`src/rtl/keycode_move_ctrl.sv`:
```
// keycode_move_ctrl: turns the SoC's 16-bit HID keycode word into maze
// step events with typematic auto-repeat, a one-entry valid/ready output
// slot and a saturating count of steps lost to a stalled consumer.
module keycode_move_ctrl #(
  parameter int unsigned REPEAT_DELAY = 25000000,
  parameter int unsigned REPEAT_RATE  = 5000000,
  parameter logic [7:0]  KEY_UP       = 8'h1A,
  parameter logic [7:0]  KEY_LEFT     = 8'h04,
  parameter logic [7:0]  KEY_DOWN     = 8'h16,
  parameter logic [7:0]  KEY_RIGHT    = 8'h07
) (
  input  logic        clk_clk,
  input  logic        reset_reset_n,
  input  logic [15:0] keycode,
  input  logic        move_ready,
  output logic        move_valid,
  output logic [1:0]  move_dir,
  output logic [7:0]  drop_cnt
);

  localparam int unsigned CNT_MAX = (REPEAT_DELAY > REPEAT_RATE) ? REPEAT_DELAY : REPEAT_RATE;
  localparam int unsigned CNT_W   = (CNT_MAX > 1) ? $clog2(CNT_MAX) : 1;
  localparam logic [CNT_W-1:0] DELAY_LD = CNT_W'(REPEAT_DELAY - 1);
  localparam logic [CNT_W-1:0] RATE_LD  = CNT_W'(REPEAT_RATE - 1);

  typedef enum logic [1:0] {
    S_IDLE   = 2'd0,
    S_DELAY  = 2'd1,
    S_REPEAT = 2'd2
  } state_t;

  logic [15:0]      r_kc_q;
  state_t           r_state;
  logic [CNT_W-1:0] r_cnt;
  logic [1:0]       r_cur_dir;
  logic             r_valid;
  logic [1:0]       r_dir;
  logic [7:0]       r_drop;

  state_t           w_state_nxt;
  logic [CNT_W-1:0] w_cnt_nxt;
  logic [1:0]       w_cur_dir_nxt;
  logic             w_step;
  logic [1:0]       w_step_dir;
  logic             w_valid_nxt;
  logic [1:0]       w_dir_nxt;
  logic [7:0]       w_drop_nxt;
  logic             w_hit0;
  logic [1:0]       w_dir0;
  logic             w_hit1;
  logic [1:0]       w_dir1;
  logic             w_act;
  logic [1:0]       w_act_dir;

  // Map one HID slot to {hit, direction}; non-direction codes miss.
  function automatic logic [2:0] decode_slot(input logic [7:0] code);
    logic [2:0] res;
    res = 3'b000;
    if (code == KEY_UP)         res = 3'b100;
    else if (code == KEY_LEFT)  res = 3'b101;
    else if (code == KEY_DOWN)  res = 3'b110;
    else if (code == KEY_RIGHT) res = 3'b111;
    return res;
  endfunction

  // Slot0 wins over slot1 when both carry a direction key.
  always_comb begin
    {w_hit0, w_dir0} = decode_slot(r_kc_q[7:0]);
    {w_hit1, w_dir1} = decode_slot(r_kc_q[15:8]);
    w_act     = w_hit0 | w_hit1;
    w_act_dir = w_hit0 ? w_dir0 : w_dir1;
  end

  // Typematic FSM: release beats direction change beats counter expiry.
  always_comb begin
    w_state_nxt   = r_state;
    w_cnt_nxt     = r_cnt;
    w_cur_dir_nxt = r_cur_dir;
    w_step        = 1'b0;
    w_step_dir    = r_cur_dir;
    case (r_state)
      S_IDLE: begin
        if (w_act) begin
          w_step        = 1'b1;
          w_step_dir    = w_act_dir;
          w_cur_dir_nxt = w_act_dir;
          w_cnt_nxt     = DELAY_LD;
          w_state_nxt   = S_DELAY;
        end
      end
      S_DELAY, S_REPEAT: begin
        if (!w_act) begin
          w_state_nxt = S_IDLE;
          w_cnt_nxt   = '0;
        end else if (w_act_dir != r_cur_dir) begin
          w_step        = 1'b1;
          w_step_dir    = w_act_dir;
          w_cur_dir_nxt = w_act_dir;
          w_cnt_nxt     = DELAY_LD;
          w_state_nxt   = S_DELAY;
        end else if (r_cnt == '0) begin
          w_step      = 1'b1;
          w_step_dir  = r_cur_dir;
          w_cnt_nxt   = RATE_LD;
          w_state_nxt = S_REPEAT;
        end else begin
          w_cnt_nxt = r_cnt - CNT_W'(1);
        end
      end
      default: begin
        w_state_nxt = S_IDLE;
        w_cnt_nxt   = '0;
      end
    endcase
  end

  // Output slot: load when empty or draining this cycle, else drop and count.
  always_comb begin
    w_valid_nxt = r_valid;
    w_dir_nxt   = r_dir;
    w_drop_nxt  = r_drop;
    if (w_step) begin
      if (!r_valid || move_ready) begin
        w_valid_nxt = 1'b1;
        w_dir_nxt   = w_step_dir;
      end else if (r_drop != 8'hFF) begin
        w_drop_nxt = r_drop + 8'd1;
      end
    end else if (r_valid && move_ready) begin
      w_valid_nxt = 1'b0;
    end
  end

  // State and output registers.
  always_ff @(posedge clk_clk or negedge reset_reset_n) begin
    if (!reset_reset_n) begin
      r_kc_q    <= '0;
      r_state   <= S_IDLE;
      r_cnt     <= '0;
      r_cur_dir <= '0;
      r_valid   <= 1'b0;
      r_dir     <= '0;
      r_drop    <= '0;
    end else begin
      r_kc_q    <= keycode;
      r_state   <= w_state_nxt;
      r_cnt     <= w_cnt_nxt;
      r_cur_dir <= w_cur_dir_nxt;
      r_valid   <= w_valid_nxt;
      r_dir     <= w_dir_nxt;
      r_drop    <= w_drop_nxt;
    end
  end

  assign move_valid = r_valid;
  assign move_dir   = r_dir;
  assign drop_cnt   = r_drop;

endmodule

```
`config.mk`:
```
export PLATFORM = sky130hd
export DESIGN_NAME = keycode_move_ctrl
export DESIGN_NICKNAME = d
export VERILOG_FILES = /design/src/rtl/keycode_move_ctrl.sv
export SDC_FILE = /design/constraint.sdc
export NUM_CORES = 1
export LEC_CHECK = 0
export BUFFER_PORTS_ARGS = -buffer_cell sky130_fd_sc_hd__buf_2
export CAP_MARGIN = 20
export CORE_MARGIN = 2
export CORE_UTILIZATION = 50
export CTS_BUF_LIST = sky130_fd_sc_hd__clkbuf_4 sky130_fd_sc_hd__clkbuf_8
export CTS_CLUSTER_DIAMETER = 200
export DETAILED_ROUTE_END_ITERATION = 16
export HOLD_SLACK_MARGIN = 0.15
export PLACE_DENSITY = 0.73
export SLEW_MARGIN = 40
export SYNTH_ARGS = -nofsm -noshare
export SYNTH_HDL_FRONTEND = slang
export SYNTH_SLANG_ARGS = --single-unit
```
`constraint.sdc`:
```
create_clock -name clk_clk -period 3.78 [get_ports clk_clk]
set_clock_uncertainty 0.2 [all_clocks]
set_input_delay 0.378 -clock clk_clk [delete_from_list [all_inputs] [get_ports clk_clk]]
set_output_delay 0.378 -clock clk_clk [all_outputs]
set_load 0.05 [all_outputs]
```
Word level (Yosys, flattened, before mapping). Index checks and enable logic that the tools add are counted.

Bits of input ports: 19. Bits in registers: 56. Output and inout port bits: 11.

Mux-type cells: 31. Bitwise logic cells: 2. $add $sub $neg: 2. Eq/ne operators: 15. Reduce and logical (&&, ||, !) cells: 11.

Operators by type and width (count): 25-bit 2-to-1 mux (4); 25-bit case mux with 2 select lines (1); 8-bit by 3-bit equality test with 1-bit output (second input constant) (4); 8-bit by 5-bit equality test with 1-bit output (second input constant) (4); 25-bit zero test (1); 25-bit by 1-bit subtractor with 25-bit output (second input constant) (1); 3-bit 2-to-1 mux (8); 2-bit 2-to-1 mux (8); 8-bit by 1-bit adder with 8-bit output (second input constant) (1); 8-bit != test (second input constant) (1); 2-bit case mux with 2 select lines (2); 1-bit 2-to-1 mux (7); 2-bit AND reduction (3); 4-bit != test (second input constant) (1); 3-bit AND reduction (1); 2-bit by 1-bit equality test with 1-bit output (second input constant) (1); 2-bit equality test (second input constant) (1); 2-bit zero test (1); 2-bit by 1-bit != test with 1-bit output (second input constant) (1); 2-bit != test (1); 2-bit != test (second input constant) (1); 1-bit case mux with 2 select lines (1); 2-bit nonzero test (1); 2-bit OR reduction (1); 5 further kinds (5).

Depth between registers and ports, before layout.
Depth in word-level cells: 12. Mapped depth: 10.

Worst setup path after synthesis. OpenSTA, ideal clock, no wires.

Path kind: register -> register. Start: register r_cnt[17]. End: register r_drop[1] (netlist: drop_cnt[1]). Stages on the path, launching flop included: 9. Setup slack: 1.123 ns. Arrival time: 2.329 ns. Clock period less this slack: 2.657 ns. Path through: dfrtp_1 > buf_6 > or4_4 > or4_4 > nor4_4 > nor2_2 > nand3_4 > nand3_2 > mux2_1.

Word-level cells in the longest chain between the ends: 6.

RTL lines: start, declared (line 34) `logic [CNT_W-1:0] r_cnt;`; start signal, assigned (line 147) `r_cnt <= w_cnt_nxt;`; 25-bit zero test (line 101) `end else if (r_cnt == '0) begin`; 1-bit 2-to-1 mux (line 101); 1-bit 2-to-1 mux (line 95) `end else if (w_act_dir != r_cur_dir) begin`; 1-bit 2-to-1 mux (line 92) `if (!w_act) begin`; 1-bit case mux with 2 select lines (line 81) `case (r_state)`; 3-bit AND reduction (no line); end signal, assigned (line 151) `r_drop <= w_drop_nxt;`; end, declared (line 38) `logic [7:0] r_drop;`.

No other way between the ends. A chain may end at the register's enable or synchronous reset.

Worst setup path in the final report.
Start: register r_kc_q[4]. End: register r_dir[0] (netlist: move_dir[0]).

Word-level cells in the longest chain between the ends: 11. Elaborated cells between the ends (all ways): 20. Those cells by class: 5 x eq/ne; 13 x mux; 1 x bitwise; 1 x reduce/logical.

RTL lines: start, declared (line 32) `logic [15:0] r_kc_q;`; start signal, assigned (line 145) `r_kc_q <= keycode;`; 8-bit by 3-bit equality test with 1-bit output (line 62) `else if (code == KEY_RIGHT) res = 3'b111;`; 3-bit 2-to-1 mux (line 62); 3-bit 2-to-1 mux (line 61) `else if (code == KEY_DOWN) res = 3'b110;`; 3-bit 2-to-1 mux (line 60) `else if (code == KEY_LEFT) res = 3'b101;`; 3-bit 2-to-1 mux * (line 59) `if (code == KEY_UP) res = 3'b100;`; 2-bit 2-to-1 mux (line 71) `w_act_dir = w_hit0 ? w_dir0 : w_dir1;`; 2-bit != test (line 95); 1-bit 2-to-1 mux (line 95); 1-bit 2-to-1 mux (line 92); 1-bit case mux with 2 select lines (line 81); 2-bit AND reduction (no line); end signal, assigned (line 150) `r_dir <= w_dir_nxt;`; end, declared (line 37) `logic [1:0] r_dir;`.

Every way passes the cells marked *; elsewhere a longest branch is shown, timed or not.

==> impl_results.md <==
- Area of the mapped netlist: 2980 sq um
- Setup crit end kind: register
- CTS tree: yes
- Lkg Pwr: 1.61 nW
- WS Path Type: register to register
- Max-Cap Viols: 0
- Port Buffers: 29
- Initial antenna violation count: 0
- GP Congestion: 0.882
- Final setup TNS: 0 ns
- Final hold vios: 0
- Post-Syn Nets: 328
- Leading cell type in the layout, fill and taps excluded: dfrtp_1
- Most frequent cells in the layout: dfrtp_1 (56), buf_2 (29), nor2_1 (24)
- CP arrival: 3.05 ns
- Die H: 81.2 um
- Clock sinks: 56
- Core box area: 5850 sq um
- Die boundary width: 81.2 um
- Initial drt markers: 242
- Share of cells above drive strength 1: 16.0%
- FMAX: 328 MHz
- Synthesized-area fraction occupied by adder cells: 2.10%
- Row Count: 28
- Setup crit start kind: register
- Tightest Pin Transition: 0.626 ns
- Largest family of logic cells by synthesized area: simple AND/OR/NAND/NOR gates
- Setup Viol. Count Final: 0
- Area leader, netlist: dfrtp_1
- Clock root buffer: clkbuf_8
- CTS clk-pin slew, worst paths: 0.09 ns
- Mapped Cells: 304
- Total power draw: 2.31 mW
- Main area contributors after synthesis: dfrtp_1 (47%), o21ai_0 (3.9%), xnor2_1 (3.2%)
- Number of synthesized flops with an enable pin: 0
- Syn Area/Cell: 9.80 sq um
- Multiplexer share of the synthesized area: 1.13%
- Yosys reg bits: 56
- Pin count of the biggest net entering global routing: 36
- CTS max path bufs: 2
- Clock latency on the worst-skew pair: 0.31 ns
- VDD IR max: 0.363 mV
- Ys Warns: 0
- Vias per Instance: 5.86
- Total grt overflow: 0
- Vias: 2485
- Crit Path Max Fanout: 19
- Post-Synth Simple-Gate Area: 26.5%
- I/O pin count: 30
- Area fraction in compound gates after synthesis: 15.9%
- Dominant synthesized flop cell: dfrtp_1
- DR DRC count: 0
- # nets final: 373
- Num CTS Buffers: 5
- H-tree depth: 2
- Final WL: 6.37 mm
- Initial Util: 50.9%
- Vias in the first global route: 2350
- Layout Utilization: 59.4%
- Cts repair resizes: 0
- Status: finished clean
- Slew HR: 57.9%
- First-pass GRT wire length: 10.8 mm
- TritonRoute pass-1 iters: 4
- Slew Viols, Final: 0
- Die ar.: 6590 sq um
- Antenna Nets Post-Route: 0
- Critical Path RT: 3.78 ns
- Dpl cells: 400
- Diodes inserted: 0
- Unrepaired setup endpoints after global routing: no
- Final min period: 3.05 ns
- Routed len/inst: 15.0 um
- DP HPWL: 4.30 mm
- Power density over the cells: 666 nW/um^2
- Asr flop ratio synth: 100%
- P&R area growth vs syn: 16.6%
- Non-Filler Instances: 424
- Hold Crit Class: primary input to register
- Post-CTS setup repair buffer count: 0
- Cts hold-fix bufs: 17
- XOR/XNOR Fraction of Synth Area: 4.41%
- Count of cell types in the netlist: 56
- GR Util All Layers: 21.1%
- Register area share after synthesis: 47.0%
- Post-synth top area share: 47.0%
- Tcrit/Tclk final: 80.6%
[power by group]
group / switching [mW] / internal [mW] / leakage, nW
Clock: 0.187 / 0.261 / 0.0642
Sequential: 0.0984 / 0.697 / 0.734
Combinational: 0.699 / 0.372 / 0.814
[sequential cells by signal, summed over array words and instances, names as in the netlist]
signal and cells:
r_cur_dir 2, move_dir 2, r_cnt 25, r_kc_q 16, r_state 2, drop_cnt 8
move_valid 1
[cell families after synthesis]
logic type / count (synthesis)
compound gates: 75
xor+xnor: 15
fa+ha+maj: 5
buf+inv: 19
flops: 56
mux: 3
simple gates: 131
[layout make-up]
class,count,area [sq um]
clock buffer,5,68.8
clock inverter,2,60.1
tap,75,93.8
timing repair buffer,47,323
multi-input combinational,229,1490
inverter,10,37.5
sequential,56,1400
fill,483,2380
[metrics by stage]
stage          setup WS (ns)  area [sq um]  hold WS (ns)
2_1_floorplan           1.12          2980        -0.118
3_3_place_gp           0.813          3180         0.154
3_5_place_dp           0.766          3180         0.157
4_1_cts                0.741          3470         0.213
5_1_grt                0.478          3470         0.211
6_report               0.733          3470         0.207
[worst max-delay path, cell delays in order (launching register included)]
cell and delay, ns:
dfrtp_1 0.43, or4b_1 0.55, o21ai_0 0.09, a32o_1 0.23, xor2_1 0.53, nand3_4 0.35
nand3_2 0.20, mux2_2 0.34
[routing by layer]
metal	share of wire, %	GRT usage [%]	wire length (um)	vias to the layer above
li1	-	-	-	1205
met5	0	0	0	-
met4	0.86	6.78	55	0
met3	4.6	3.67	294	8
met1	46	28.2	2920	1213
met2	49	35.2	3100	59
[cell usage after synthesis, types with 2 or more instances]
cell,number
buf_2,2
nor3b_1,4
o21ai_1,4
o21ai_0,23
buf_4,2
or4_4,3
o31ai_1,3
o22ai_1,3
nor2b_1,3
nand3_2,2
a21o_1,5
nor4b_1,2
nor4_1,5
nor2_1,24
and2_1,2
or3_1,3
or2_2,3
nand3_1,8
nand4_1,9
inv_1,10
dfrtp_1,56
a21oi_1,16
nand2b_1,6
ha_1,5
mux2_2,2
and3_1,7
nand2_1,20
clkbuf_1,4
nor3_1,14
nand3b_1,4
xnor2_1,11
a32o_1,2
a31oi_1,3
xor2_1,4
or4_1,2
o311ai_0,4
o2bb2ai_1,5
[path summary, 6_finish.rpt]
check,from,endpoint,slack (ns),cells after the start
max in group asynchronous,reset_reset_n,r_cnt[13],2.21,3
min in group asynchronous,reset_reset_n,r_kc_q[12],0.35,2
max,r_kc_q[4],move_dir[0],0.73,7
min reg2reg,drop_cnt[5],drop_cnt[5],0.32,1
min,move_ready,move_valid,0.21,3
max reg2reg,r_kc_q[4],move_dir[0],0.73,7
Note: power is estimated with default switching activity, not from simulation.
